## src/rtl/shift_add_mult_ctrl_pkg.sv

```systemverilog
// Shared types and sizing helpers for the shift-and-add multiplier controller.
package shift_add_mult_ctrl_pkg;

    localparam int N_DEFAULT = 4;

    typedef enum logic [1:0] {
        IDLE = 2'd0,
        RUN  = 2'd1,
        DONE = 2'd2
    } state_e;

    // Counter width able to hold the values 0..n.
    function automatic int cnt_w(input int n);
        return $clog2(n + 1);
    endfunction

endpackage

```

## src/rtl/shift_add_mult_ctrl_adder.sv

```systemverilog
// N-bit ripple-carry adder built from full-adder cells; carry-in is tied low.
module ripple_adder_n #(
    parameter int N = 4
) (
    input  logic [N-1:0] a_i,
    input  logic [N-1:0] b_i,
    output logic [N-1:0] sum_o,
    output logic         cout_o
);

    logic [N:0] carry;

    assign carry[0] = 1'b0;

    for (genvar i = 0; i < N; i++) begin : g_fa
        assign sum_o[i]    = a_i[i] ^ b_i[i] ^ carry[i];
        assign carry[i+1]  = (a_i[i] & b_i[i]) | (carry[i] & (a_i[i] ^ b_i[i]));
    end

    assign cout_o = carry[N];

endmodule

```

## src/rtl/shift_add_mult_ctrl.sv

```systemverilog
// Sequential N x N -> 2N unsigned shift-and-add multiplier sharing one ripple adder.
// Define MULT_EARLY_TERM_EN to finish early once the remaining multiplier bits are zero.
module shift_add_mult_ctrl
    import shift_add_mult_ctrl_pkg::*;
#(
    parameter int N = N_DEFAULT
) (
    input  logic           clk,
    input  logic           reset,
    input  logic           start,
    input  logic [N-1:0]   a,
    input  logic [N-1:0]   b,
    output logic           ready,
    output logic           busy,
    output logic           done,
    output logic [2*N-1:0] product
);

    localparam int                CNT_W    = cnt_w(N);
    localparam logic [CNT_W-1:0] CNT_LAST = CNT_W'(N - 1);

    state_e             state_q, state_d;
    logic [N-1:0]       mcand_q, mcand_d;
    // P = {acc, mplr}; the carry slot above acc is always zero between cycles.
    logic [2*N-1:0]     p_q, p_d;
    logic [CNT_W-1:0]   cnt_q, cnt_d;
    logic [2*N-1:0]     product_q, product_d;

    logic [N-1:0]       addend;
    logic [N-1:0]       sum;
    logic               cout;
    logic [2*N-1:0]     p_shift;

    assign addend = p_q[0] ? mcand_q : '0;

    ripple_adder_n #(.N(N)) u_adder (
        .a_i    (p_q[2*N-1:N]),
        .b_i    (addend),
        .sum_o  (sum),
        .cout_o (cout)
    );

    assign p_shift = {cout, sum, p_q[N-1:1]};

`ifdef MULT_EARLY_TERM_EN
    localparam logic [CNT_W-1:0] CNT_N = CNT_W'(N);

    logic [N-1:0]   rem_mask;
    logic           rem_zero;
    logic [2*N-1:0] p_align;

    // Low N-count bits of P are the multiplier bits not yet consumed.
    assign rem_mask = {N{1'b1}} >> cnt_q;
    assign rem_zero = ((p_q[N-1:0] & rem_mask) == '0) && (cnt_q < CNT_N);
    assign p_align  = p_q >> (CNT_N - cnt_q);
`endif

    always_comb begin
        state_d   = state_q;
        mcand_d   = mcand_q;
        p_d       = p_q;
        cnt_d     = cnt_q;
        product_d = product_q;
        case (state_q)
            IDLE: begin
                if (start) begin
                    mcand_d = a;
                    p_d     = {{N{1'b0}}, b};
                    cnt_d   = '0;
                    state_d = RUN;
                end
            end
            RUN: begin
`ifdef MULT_EARLY_TERM_EN
                if (rem_zero) begin
                    product_d = p_align;
                    state_d   = DONE;
                end else begin
`else
                begin
`endif
                    p_d   = p_shift;
                    cnt_d = cnt_q + 1'b1;
                    if (cnt_q == CNT_LAST) begin
                        product_d = p_shift;
                        state_d   = DONE;
                    end
                end
            end
            DONE: begin
                state_d = IDLE;
            end
            default: begin
                state_d = IDLE;
            end
        endcase
    end

    always_ff @(posedge clk) begin
        if (reset) begin
            state_q   <= IDLE;
            mcand_q   <= '0;
            p_q       <= '0;
            cnt_q     <= '0;
            product_q <= '0;
        end else begin
            state_q   <= state_d;
            mcand_q   <= mcand_d;
            p_q       <= p_d;
            cnt_q     <= cnt_d;
            product_q <= product_d;
        end
    end

    assign ready   = (state_q == IDLE);
    assign busy    = (state_q == RUN) || (state_q == DONE);
    assign done    = (state_q == DONE);
    assign product = product_q;

endmodule

```

## config.mk

```make
export PLATFORM = sky130hd
export DESIGN_NAME = shift_add_mult_ctrl
export DESIGN_NICKNAME = d
export VERILOG_FILES = /design/src/rtl/shift_add_mult_ctrl_pkg.sv /design/src/rtl/shift_add_mult_ctrl_adder.sv /design/src/rtl/shift_add_mult_ctrl.sv
export SDC_FILE = /design/constraint.sdc
export NUM_CORES = 1
export LEC_CHECK = 0
export CAP_MARGIN = 20
export CORE_MARGIN = 4
export CORE_UTILIZATION = 51
export DETAILED_ROUTE_END_ITERATION = 7
export PLACE_DENSITY = 0.89
export SLEW_MARGIN = 30
export SYNTH_ARGS = -nofsm -noshare
export SYNTH_HDL_FRONTEND = slang
export SYNTH_SLANG_ARGS = --single-unit
```

## constraint.sdc

```tcl
create_clock -name clk -period 3.3 [get_ports clk]
set_input_delay 0.66 -clock clk [delete_from_list [all_inputs] [get_ports clk]]
set_output_delay 0.66 -clock clk [all_outputs]
set_load 0.01 [all_outputs]
```

Yosys cells after proc, flatten, opt, wreduce, memory -nomap -nowiden

Index checks and enable logic that the tools add are counted.

Flip-flop bits (word level): 25
Bits in latches: 0
RAM bits: 0
Memory bits (read-only): 0
Output and inout port bits: 11
Logic and storage cells: 43
Memories: 0

Add/sub/neg operators: 1
Multiply operators: 0
Divide/modulo/power cells: 0
Order comparisons: 0
Equal/unequal tests: 5
Shifts and indexed selects: 0
Muxes and demuxes: 8
Bitwise gates (word level): 17
Reductions and logical operators: 7

Operators with widths:

| cell                | count |
|---|---|
| $pmux 8 s2          | 1 |
| $mux 8              | 1 |
| $reduce_and 2->1    | 4 |
| $and 1x1->1         | 7 |
| $xor 1x1->1         | 7 |
| $pmux 3 s2          | 1 |
| $mux 2              | 2 |
| $mux 4              | 1 |
| $ne 2x2->1 const B  | 2 |
| $pmux 2 s2          | 1 |
| $add 3x1->3 const B | 1 |
| $eq 3x2->1 const B  | 1 |
| $mux 3              | 1 |
| $or 1x1->1          | 3 |
| $eq 2x1->1 const B  | 1 |
| $eq 2x2->1 const B  | 1 |
| $logic_not 2->1     | 1 |
| $reduce_bool 2->1   | 1 |
| $logic_or 1x1->1    | 1 |

Longest topological paths before layout

Gate-level depths: netlist of run 1.

Word-level depth: 9
Mapped depth: 9
Depth with buffers taken out: 9

Cells and area by module

A second synthesis of run 1 with hierarchy kept.

Cell total of the unflattened synthesis: 150
Area total of the unflattened synthesis: 1325.0 sq um

By module, submodules not included:

| module              | instances | cells each | area an instance (sq um) |
|---|---|---|---|
| shift_add_mult_ctrl | 1         | 136        | 1214.9 |
| ripple_adder_n      | 1         | 14         | 110.1 |

Worst setup path after synthesis of run 1

OpenSTA, ideal clock, no wires.

Path kind: register -> register
From: register p_q[0]
To: register p_q[6]
Setup time: 0.128 ns
Arrival: 2.137 ns
Path slack: 1.035 ns
Stages on the path, launching flop included: 10
Cell sequence: dfxtp_1 > and2_1 > ha_1 > inv_1 > fa_1 > fa_1 > fa_1 > inv_1 > a32oi_1 > nor2_1

Word-level cells in the longest chain between the ends: 8

RTL lines:

| what                                       | line                            | text |
|---|---|---|
| from (decl)                                | shift_add_mult_ctrl.sv:25       | `logic [2*N-1:0] p_q, p_d;` |
| from (signal assigned)                     | shift_add_mult_ctrl.sv:109      | `p_q <= p_d;` |
| $mux 4 *                                   | shift_add_mult_ctrl.sv:34       | `assign addend = p_q[0] ? mcand_q : '0;` |
| $and 1x1->1 or $xor 1x1->1 (tied branches) | shift_add_mult_ctrl_adder.sv:17 | `assign carry[i+1] = (a_i[i] & b_i[i]) \| (carry[i] & (a_i[i] ^ b_i[i]));` |
| $and 1x1->1                                | shift_add_mult_ctrl_adder.sv:17 |  |
| $or 1x1->1                                 | shift_add_mult_ctrl_adder.sv:17 |  |
| $and 1x1->1                                | shift_add_mult_ctrl_adder.sv:17 |  |
| $or 1x1->1                                 | shift_add_mult_ctrl_adder.sv:17 |  |
| $xor 1x1->1 *                              | shift_add_mult_ctrl_adder.sv:16 | `assign sum_o[i] = a_i[i] ^ b_i[i] ^ carry[i];` |
| $pmux 8 s2 *                               | shift_add_mult_ctrl.sv:64       | `case (state_q)` |

Mark *: on every way between the ends. The rest lies on a longest branch, timed or not.
A chain may end at the register's enable or synchronous reset.

Worst setup path in the final report of run 1

From: register state_q[0]
To: output port ready

Word-level cells in the longest chain between the ends: 1

RTL lines:

| what                   | line                       | text |
|---|---|---|
| from (decl)            | shift_add_mult_ctrl.sv:22  | `state_e state_q, state_d;` |
| from (signal assigned) | shift_add_mult_ctrl.sv:107 | `state_q <= state_d;` |
| $logic_not 2->1        | shift_add_mult_ctrl.sv:115 | `assign ready = (state_q == IDLE);` |
| to (decl)              | shift_add_mult_ctrl.sv:13  | `output logic ready,` |

Every way passes these cells.

==> summary.txt, run 1 <==
Status
  • Status: complete, no violations

Setup path
  • RR Startpoint: p_q[0]
  • Worst Path Buf+Inv: 2
  • Crit path DAT: 1.89 ns
  • CP top delay family: buffers and inverters
  • Crit path largest cell delay: 0.64 ns
  • Crit-path max FO: 10
  • Critical path class: reg2out
  • CP required: 2.64 ns
  • Worst R2R End: p_q[6]
  • CP Cell Sequence: inv_1, ha_1, clkdlybuf4s50_1
  • Crit. path cell count: 3
  • CP Launch Type: register
  • Flop2flop setup slack: 0.76 ns
  • CP endpoint kind: primary output
  • Worst reg2reg path depth: 9
  • Slowest CP cell: clkdlybuf4s50_1

Clock network
  • Max H-tree Level: 1
  • Post-CTS sizing: 0
  • Post-CTS Setup Bufs: 0
  • Clock buffer count from CTS: 3
  • CTS Hold Bufs: 0
  • Clock Pin Slew Worst Setup and Hold Paths: 0.13 ns
  • Root Buffer: clkbuf_4
  • Bufs on Longest Clock Path: 2
  • Worst skew pair latency: 0.32 ns
  • CTS tree: yes
  • CTS sink cnt: 25

Layout
  • Finished Layout Cells: 175
  • Most common cell after layout, fill and taps aside: dfxtp_1
  • Number of diodes: 0
  • Layout cells sized above 1: 4.76%
  • Nets: 168
  • Synthesis-to-finish area growth: 16.3%
  • Commonest cells after routing, fill and taps aside: 25 x dfxtp_1, 21 x clkdlybuf4s50_1, 18 x nand2_1

Power
  • PD cells: 392 nW/um2
  • Pleak: 0.529 nW
  • NetSw: 0.148 mW
  • Sw Ratio: 26.8%
  • Clock power share: 25.0%
  • Logic pwr share: 16.3%
  • Part of the power in registers: 58.7%
  • Max VDD drop: 0.346 mV
  • Total power: 0.550 mW
  • Pint: 0.402 mW

Route
  • First-pass DRT Iterations: 4
  • Vias/cell: 5.37
  • Vias: 940
  • Drc violations: 0
  • DR WL/cell: 13.7 um
  • Drt total wl: 2400 um
  • 1st-iter DRT viols: 19
  • Final ANT Viol Nets: 0

Run
  • Max cap viols: 0

Timing
  • Final setup margin: 0.754 ns
  • Clock Skew: 0.00765 ns
  • Pins over their slew limit: 0
  • Final setup viols: 0
  • Relative slew margins: 40.4%
  • RSZ-0062 raised after global routing: false
  • Final TNS setup: 0 ns
  • Fin. Hold Viols: 0
  • Maximum clock rate: 0.393 GHz
  • Worst Tran Pin Value: 0.892 ns
  • Fin crit period: 2.55 ns
  • Final worst-path cycle share: 77.2%
  • Hold slack: 0.466 ns

Placement
  • Placed Cells incl. Taps: 171
  • Port buffer count: 21
  • Placer Congestion: 0.761
  • Final HPWL DP: 1740 um
  • Worst slack at placement: 0.871 ns

Floorplanning
  • Die ar.: 3210 um2
  • Die X: 56.6 um
  • Initial Utilization: 54.0%
  • FP Rows: 17
  • Core ar.: 2230 um2
  • DIE HEIGHT: 56.6 um
  • IO Pins: 22

Synthesis
  • Post-synthesis sequential area ratio: 41.5%
  • Cell Area, Synth: 1210 um2
  • Distinct cells, synth: 23
  • Synth Instances: 131
  • Post-synth EDFFs: 0
  • Syn_nets: 151
  • Flops & latches, synth: 25
  • Async set-reset flop share out of synthesis: 0%
  • Yosys warns: 0
  • Predominant post-synthesis flop cell: dfxtp_1
  • Avg Cell Area, Syn: 9.21 um2

Global route
  • Initial antenna violation count: 0
  • Pin count of the biggest net entering global routing: 26
  • Vias in the first global route: 875
  • Gr usage total: 15.7%
  • First-pass GRT wire length: 3950 um
  • Grt total ovfl: 0

Hold path
  • Hold endpoint: mcand_q[0]
  • Hold Startpoint: mcand_q[0]
  • Min-delay worst type: reg2reg
  • Hold Path Stages: 2
## registers in the layout (all words and copies together), names as in the netlist
register  count
product       8
state_q       2
p_q           8
mcand_q       4
cnt_q         3
## tightest hold or removal path, stage by stage, from the launching register on
cell	delay (ns)
dfxtp_1	0.33
nand2_1	0.05
a21oi_1	0.05
## power by group through the flow
stage | clock network, mW | logic [mW] | registers (mW)
after detailed placement | 0 | 0.0893 | 0.329
after global placement | 0 | 0.0856 | 0.328
after floorplan | 0 | 0.0706 | 0.326
after global routing | 0.157 | 0.0974 | 0.324
final | 0.137 | 0.0896 | 0.322
after CTS | 0.139 | 0.0898 | 0.322
## routing by layer
metal | vias to the layer above | share of wire, % | GRT usage, %
met1 | 448 | 44 | 19.9
met4 | 0 | 1.3 | 6.10
met2 | 18 | 51 | 26.1
met3 | 4 | 4.1 | 2.99
li1 | 470 | - | -
met5 | - | 0 | 0
## Yosys cell counts (3+ instances only)
library cell	instances	share of area, %
dfxtp_1	25	41
a32oi_1	6	4.4
nor2_1	14	4.4
a21oi_1	11	4.6
nand2_1	18	5.6
clkbuf_1	3	0.93
buf_6	5	4.7
nand3_1	4	1.7
a211oi_1	9	5.6
inv_1	13	4.0
mux2i_1	4	3.3
fa_1	3	5.0
ha_1	6	6.2
## stage by stage
stage | area (um2) | utilization, %
detailed placement | 1380 | 61.6
CTS | 1400 | 62.8
global placement | 1380 | 61.6
finish | 1400 | 62.8
floorplan | 1210 | -
global route | 1400 | 62.8
## how the worst max path moves through the flow
stage               start      to  slack [ns]
2_1_floorplan      p_q[0]  p_q[6]        1.04
3_3_place_gp       p_q[0]  p_q[6]        0.98
3_5_place_dp       p_q[0]  p_q[6]        0.87
4_1_cts        state_q[0]   ready        0.75
5_1_grt            p_q[0]  p_q[6]        0.64
6_report       state_q[0]   ready        0.75
## final cells by class
| class | count | area [um2] |
|---|---|---|
| fill | 199 | 831 |
| multi-input combinational | 84 | 582 |
| sequential | 25 | 500 |
| timing repair buffer | 21 | 210 |
| inverter | 13 | 48.8 |
| tap | 28 | 35.0 |
| clock buffer | 4 | 26.3 |
## kinds of logic after synthesis
logic type,after synthesis,share of synthesized area (%)
AO/OA/AOI/OAI,26,14.5
adder cells (fa/ha/maj),9,11.2
buffers and inverters,22,10.3
flip-flops,25,41.5
multiplexers,6,6.43
AND/OR/NAND/NOR,43,16.1
Power figures use the tool's default switching activity.
==> run 2: changes to the inputs <==
--- a/config.mk
+++ b/config.mk
@@ -7,9 +7,9 @@
 export LEC_CHECK = 0
 export CAP_MARGIN = 20
 export CORE_MARGIN = 4
-export CORE_UTILIZATION = 51
+export CORE_UTILIZATION = 46
 export DETAILED_ROUTE_END_ITERATION = 7
-export PLACE_DENSITY = 0.89
+export PLACE_DENSITY = 0.85
 export SLEW_MARGIN = 30
 export SYNTH_ARGS = -nofsm -noshare
 export SYNTH_HDL_FRONTEND = slang
==> constraint.sdc (replaced) <==
create_clock -name clk -period 2.26 [get_ports clk]
set_input_delay 0.452 -clock clk [delete_from_list [all_inputs] [get_ports clk]]
set_output_delay 0.452 -clock clk [all_outputs]
set_load 0.01 [all_outputs]
==> run 2 against run 1 <==
  * Total power increased by 48%
  * First-iteration DRC count is 32% lower
  * Routed wire length down 2.4%
  * Global-route usage down 0.63 points
  * Core utilization shrank 4.6 points
  * Clock-buffer cell count shrank 1
==> summary.txt, run 2 (synthesized netlist as in run 1, its figures left out) <==
Timing
  • Final TNS setup: 0 ns (unchanged)
  • Final worst-path cycle share: 97.9%
  • Relative slew margins: 74.0% (+34 points)
  • Clock Skew: 0.0173 ns (+0.00968 ns)
  • Fin. Hold Viols: 0 (unchanged)
  • Final setup margin: 0.0485 ns (-0.705 ns)
  • Maximum clock rate: 0.452 GHz
  • RSZ-0062 raised after global routing: true
  • Hold slack: 0.471 ns (+0.00532 ns)
  • Worst Tran Pin Value: 0.389 ns (-0.503 ns)
  • Pins over their slew limit: 0 (unchanged)
  • Fin crit period: 2.21 ns
  • Final setup viols: 0 (unchanged)

Layout
  • Core Util, Final: 58.2% (-4.6 points)
  • Layout cells sized above 1: 11.2% (+6.4 points)
  • Nets: 173 (+3.0%)
  • Synthesis-to-finish area growth: 20.5%
  • Number of diodes: 0 (unchanged)
  • Finished Layout Cells: 182 (+4.0%)
  • Final Cell Area: 1450 um2 (+3.7%)
  • Commonest cells after routing, fill and taps aside: 23 x dfxtp_1, 21 x clkdlybuf4s50_1, 18 x nand2_1
  • # fillers: 217 (+9.0%)
  • Most common cell after layout, fill and taps aside: dfxtp_1

Placement
  • Port buffer count: 21 (unchanged)
  • Placed Cells incl. Taps: 177 (+3.5%)
  • Worst slack at placement: -0.0280 ns (-0.899 ns)
  • Placer Congestion: 0.768 (+0.97%)
  • Placed instance area: 1410 um2 (+2.5%)
  • Final HPWL DP: 1800 um (+3.6%)

Setup path
  • Critical path class: reg2reg
  • Crit-path max FO: 2 (-8)
  • Worst Path Buf+Inv: 2 (unchanged)
  • Flop2flop setup slack: 0.05 ns (-0.71 ns)
  • Worst R2R End: p_q[6]
  • CP Cell Sequence: and2_1, ha_1, inv_1, fa_2, fa_2, fa_1, inv_1, a32oi_1, nor2_1
  • Crit path largest cell delay: 0.54 ns (-0.10 ns)
  • CP top delay family: adder cells
  • Worst reg2reg path depth: 9 (unchanged)
  • RR Startpoint: p_q[0]
  • Crit path DAT: 2.45 ns (+0.56 ns)
  • CP endpoint kind: register
  • CP Launch Type: register
  • CP required: 2.49 ns (-0.15 ns)
  • Slowest CP cell: fa_1

Status
  • Status: complete, no violations

Global route
  • Vias in the first global route: 992 (+13%)
  • Gr usage total: 15.1% (-0.63 points)
  • Met2 Use GR: 29.0% (+2.9 points)
  • Met3 Track Usage GR: 1.96% (-1.0 points)
  • GR peak layer: met2
  • Initial antenna violation count: 0 (unchanged)
  • Grt total ovfl: 0 (unchanged)
  • Pin count of the biggest net entering global routing: 16 (-38%)
  • GR Util met1: 15.8% (-4.2 points)
  • First-pass GRT wire length: 4070 um (+3.2%)

Clock network
  • CTS sink cnt: 25 (unchanged)
  • CTS tree: yes
  • Clock buffer count from CTS: 3 (unchanged)
  • Clock Pin Slew Worst Setup and Hold Paths: 0.15 ns (+0.02 ns)
  • Bufs on Longest Clock Path: 2 (unchanged)
  • Worst skew pair latency: 0.32 ns (about the same)
  • Root Buffer: clkbuf_4
  • Max H-tree Level: 1 (unchanged)

Route
  • Vias: 948 (+0.85%)
  • Drc violations: 0 (unchanged)
  • Vias/cell: 5.21 (-3.0%)
  • Drt total wl: 2340 um (-2.4%)
  • Final ANT Viol Nets: 0 (unchanged)
  • First-pass DRT Iterations: 4 (unchanged)
  • 1st-iter DRT viols: 13 (-6)
  • DR WL/cell: 12.9 um (-6.2%)

Run
  • Max cap viols: 0 (unchanged)

Floorplanning
  • Core ar.: 2500 um2 (+12%)
  • DIE HEIGHT: 59.2 um (+4.5%)
  • IO Pins: 22 (unchanged)
  • FP Rows: 18 (+1)
  • Die X: 59.2 um (+4.5%)
  • Initial Utilization: 48.2% (-5.8 points)
  • Die ar.: 3510 um2 (+9.3%)

Power
  • Total power: 0.812 mW (+48%)
  • PD cells: 559 nW/um2 (+43%)
  • Pleak: 0.555 nW (+4.9%)
  • Max VDD drop: 0.421 mV (+22%)

Hold path
  • Min-delay worst type: reg2reg
  • Hold Startpoint: product[3]
  • Hold endpoint: product[3]
  • Hold Path Stages: 2 (unchanged)
run 2: cell count changes in the layout (fill, tap and decap cells not counted), sizes merged:
cell      change
buf           +5
clkbuf        -1
clkinvlp      +1
run 2: worst max path at each step:
stage / start / end / slack [ns] / depth (start not counted)
after global placement: mcand_q[0] / p_q[6] / 0.04 / 9
final: p_q[0] / p_q[6] / 0.05 / 9
after detailed placement: mcand_q[0] / p_q[6] / -0.03 / 9
after CTS: p_q[0] / p_q[6] / 0.005 / 9
after global routing: p_q[0] / p_q[6] / -0.08 / 9
after floorplan: p_q[0] / p_q[6] / 0.03 / 9
run 2: where the power goes:
part	switching [mW]	internal, mW
Combinational	0.0729	0.0675
Clock	0.135	0.0675
Sequential	0.0109	0.459
Total	0.219	0.594
run 2: per-layer routing:
layer | share of wire [%] | wire length [um] | up-vias
met5 | 0 | 0 | -
li1 | - | - | 483
met1 | 41 | 957 | 456
met4 | 1.0 | 24 | 0
met2 | 56 | 1320 | 7
met3 | 1.7 | 40 | 2
run 2: layout make-up:
class	instances	area [um2]	share of cell area, %
flip-flops and latches	25	503	34.6
clock buffers	3	22.5	1.55
well taps	30	37.5	2.58
clock inverters	1	7.51	0.516
inverters	13	48.8	3.36
multi-input cells	84	587	40.4
repair buffers	26	248	17.0
run 2: worst reg2reg max path: stages, from the launching register on:
cell and delay [ns]:
dfxtp_2 0.35, and2_1 0.12, ha_1 0.13, inv_1 0.05, fa_2 0.33, fa_2 0.35, fa_1 0.54, inv_1 0.05
a32oi_1 0.17, nor2_1 0.06
run 2: repair_timing:
| item | in CTS | in global routing |
|---|---|---|
| hold buffers | 0 | 0 |
| pin swaps | 0 | 2 |
| gates resized for setup | 2 | 1 |
| setup buffers | 0 | 1 |
| endpoints found under the setup margin | 1 | 1 |
==> run 3: changes to the inputs <==
--- a/config.mk
+++ b/config.mk
@@ -9,7 +9,8 @@
 export CORE_MARGIN = 4
 export CORE_UTILIZATION = 46
 export DETAILED_ROUTE_END_ITERATION = 7
-export PLACE_DENSITY = 0.85
+export PLACE_DENSITY = 0.74
+export SKIP_LAST_GASP = 1
 export SLEW_MARGIN = 30
 export SYNTH_ARGS = -nofsm -noshare
 export SYNTH_HDL_FRONTEND = slang
==> run 3 against run 2 <==
  * The flow now finishes with violations (negative setup slack)
  * Sequential power about the same
  * Design area fell by 0.86%
  * Flip-flop and latch count is the same
  * Largest power group unchanged
==> summary.txt, run 3 (synthesized netlist as in run 1, its figures left out) <==
Placement
  • Worst slack at placement: -0.0417 ns (-0.0136 ns)
  • Port buffer count: 21 (unchanged)
  • Final HPWL DP: 1700 um (-5.4%)
  • Placed instance area: 1410 um2 (unchanged)
  • Placer Congestion: 0.759 (-1.1%)

Floorplanning
  • Die ar.: 3510 um2 (unchanged)
  • Core ar.: 2500 um2 (unchanged)
  • FP Rows: 18 (unchanged)
  • DIE HEIGHT: 59.2 um (unchanged)
  • IO Pins: 22 (unchanged)
  • Initial Utilization: 48.2% (unchanged)
  • Die X: 59.2 um (unchanged)

Timing
  • Fin crit period: 2.31 ns (+0.0979 ns)
  • Final setup viols: 1 (+1)
  • Clock Skew: 0.0134 ns (-0.00395 ns)
  • Pins over their slew limit: 0 (unchanged)
  • Final TNS setup: -0.0494 ns (-0.0494 ns)
  • Relative slew margins: 63.8% (-10 points)
  • Maximum clock rate: 0.433 GHz (-4.2%)
  • Final worst-path cycle share: 102% (+4.3 points)
  • Worst Tran Pin Value: 0.543 ns (+0.154 ns)
  • RSZ-0062 raised after global routing: true
  • Fin. Hold Viols: 0 (unchanged)
  • Final setup margin: -0.0494 ns (-0.0979 ns)

Setup path
  • CP Cell Sequence: and2_1, ha_1, inv_1, fa_1, fa_2, fa_1, inv_1, a32oi_1, nor2_1
  • Crit path DAT: 2.54 ns (+0.09 ns)
  • CP Launch Type: register
  • Slowest CP cell: fa_1
  • CP endpoint kind: register
  • Flop2flop setup slack: -0.05 ns (-0.10 ns)
  • Worst R2R End: p_q[6]
  • Worst Path Buf+Inv: 2 (unchanged)
  • Worst reg2reg path depth: 9 (unchanged)
  • RR Startpoint: mcand_q[0]
  • Crit-path max FO: 2 (unchanged)
  • Crit path largest cell delay: 0.51 ns (-0.03 ns)
  • CP top delay family: adder cells
  • CP required: 2.49 ns (about the same)
  • Critical path class: reg2reg

Power
  • Pint: 0.592 mW (-0.33%)
  • Part of the power in registers: 58.3% (+0.5 points)
  • Logic pwr share: 17.2% (about the same)
  • NetSw: 0.214 mW (-1.9%)
  • Sw Ratio: 26.6% (-0.32 points)
  • Clock power share: 24.5% (-0.4 points)
  • PD cells: 559 nW/um2 (+0.10%)
  • Total power: 0.806 mW (-0.76%)
  • Pleak: 0.554 nW (-0.30%)
  • Max VDD drop: 0.457 mV (+8.7%)

Clock network
  • CTS tree: yes
  • Root Buffer: clkbuf_4
  • Clock Pin Slew Worst Setup and Hold Paths: 0.14 ns (about the same)
  • Max H-tree Level: 1 (unchanged)
  • Worst skew pair latency: 0.33 ns (about the same)
  • Clock buffer count from CTS: 3 (unchanged)
  • Post-CTS Setup Bufs: 0 (unchanged)
  • CTS Hold Bufs: 0 (unchanged)
  • Bufs on Longest Clock Path: 2 (unchanged)
  • CTS sink cnt: 25 (unchanged)

Route
  • Drc violations: 0 (unchanged)
  • First-pass DRT Iterations: 4 (unchanged)
  • Vias/cell: 5.13 (-1.5%)
  • Final ANT Viol Nets: 0 (unchanged)
  • 1st-iter DRT viols: 20 (+7)
  • Drt total wl: 2290 um (-2.1%)
  • DR WL/cell: 12.7 um (-1.5%)
  • Vias: 929 (-2.0%)

Layout
  • Commonest cells after routing, fill and taps aside: 23 x dfxtp_1, 21 x clkdlybuf4s50_1, 18 x nand2_1
  • Synthesis-to-finish area growth: 19.5%
  • Most common cell after layout, fill and taps aside: dfxtp_1
  • Nets: 172 (-0.58%)
  • Layout cells sized above 1: 9.93% (-1.3 points)
  • Final Cell Area: 1440 um2 (-0.86%)
  • Number of diodes: 0 (unchanged)

Global route
  • Grt total ovfl: 0 (unchanged)
  • Initial antenna violation count: 0 (unchanged)
  • Vias in the first global route: 926 (-6.7%)
  • First-pass GRT wire length: 3980 um (-2.2%)
  • Pin count of the biggest net entering global routing: 26 (+10)
  • Gr usage total: 15.3% (+0.25 points)

Hold path
  • Hold Path Stages: 2 (unchanged)
  • Hold endpoint: product[1]
  • Min-delay worst type: reg2reg
  • Hold Startpoint: product[1]

Run
  • Max cap viols: 0 (unchanged)

Status
  • Failing checks: negative setup slack
  • Status: finished with violations
[run 3: routing by layer]
layer / track usage, % / up-vias / routed length [um]
met1: 17.3 / 427 / 914
li1: - / 478 / -
met4: 5.83 / 0 / 36
met3: 5.45 / 5 / 144
met5: 0 / - / 0
met2: 26.2 / 19 / 1200
[run 3: final cells by class]
type / count / area, um2
Fill cell: 231 / 1060
Multi-Input combinational cell: 84 / 584
Sequential cell: 25 / 503
Timing Repair Buffer: 25 / 240
Inverter: 13 / 48.8
Tap cell: 30 / 37.5
Clock buffer: 3 / 22.5
Clock inverter: 1 / 5.00
[run 3: worst max-delay path by stage]
stage               startpoint      to  slack [ns]  cells after the start
finish              mcand_q[0]  p_q[6]       -0.05                      9
global route        mcand_q[0]  p_q[6]       -0.16                      9
CTS                 mcand_q[0]  p_q[6]       -0.02                      9
detailed placement  mcand_q[0]  p_q[6]       -0.04                      9
global placement    mcand_q[0]  p_q[6]        0.02                      9
floorplan               p_q[0]  p_q[6]        0.03                      9
[run 3: worst reg2reg max path, cell delays in order (launching register included)]
cell and delay [ns]:
dfxtp_2 0.35, and2_1 0.14, ha_1 0.15, inv_1 0.05
fa_1 0.38, fa_2 0.35, fa_1 0.51, inv_1 0.05
a32oi_1 0.18, nor2_1 0.06
[run 3: power groups by stage]
stage	registers [mW]	logic (mW)	clock network, mW
2_1_floorplan	0.477	0.103	0
3_3_place_gp	0.478	0.135	0
3_5_place_dp	0.479	0.139	0
4_1_cts	0.470	0.139	0.209
5_1_grt	0.473	0.154	0.223
6_report	0.470	0.138	0.198
[run 3: through the flow]
step	utilization, %	hold slack, ns	std cells
floorplan	-	0.432	131
global placement	56.4	0.446	177
detailed placement	56.4	0.445	177
global route	57.7	0.483	181
CTS	57.7	0.464	181
finish	57.7	0.467	181
[run 3: what timing repair did]
| action | 4_1_cts | 5_1_grt |
|---|---|---|
| gates resized for setup | 2 | 0 |
| pin swaps | 0 | 0 |
| endpoints found under the setup margin | 1 | 2 |
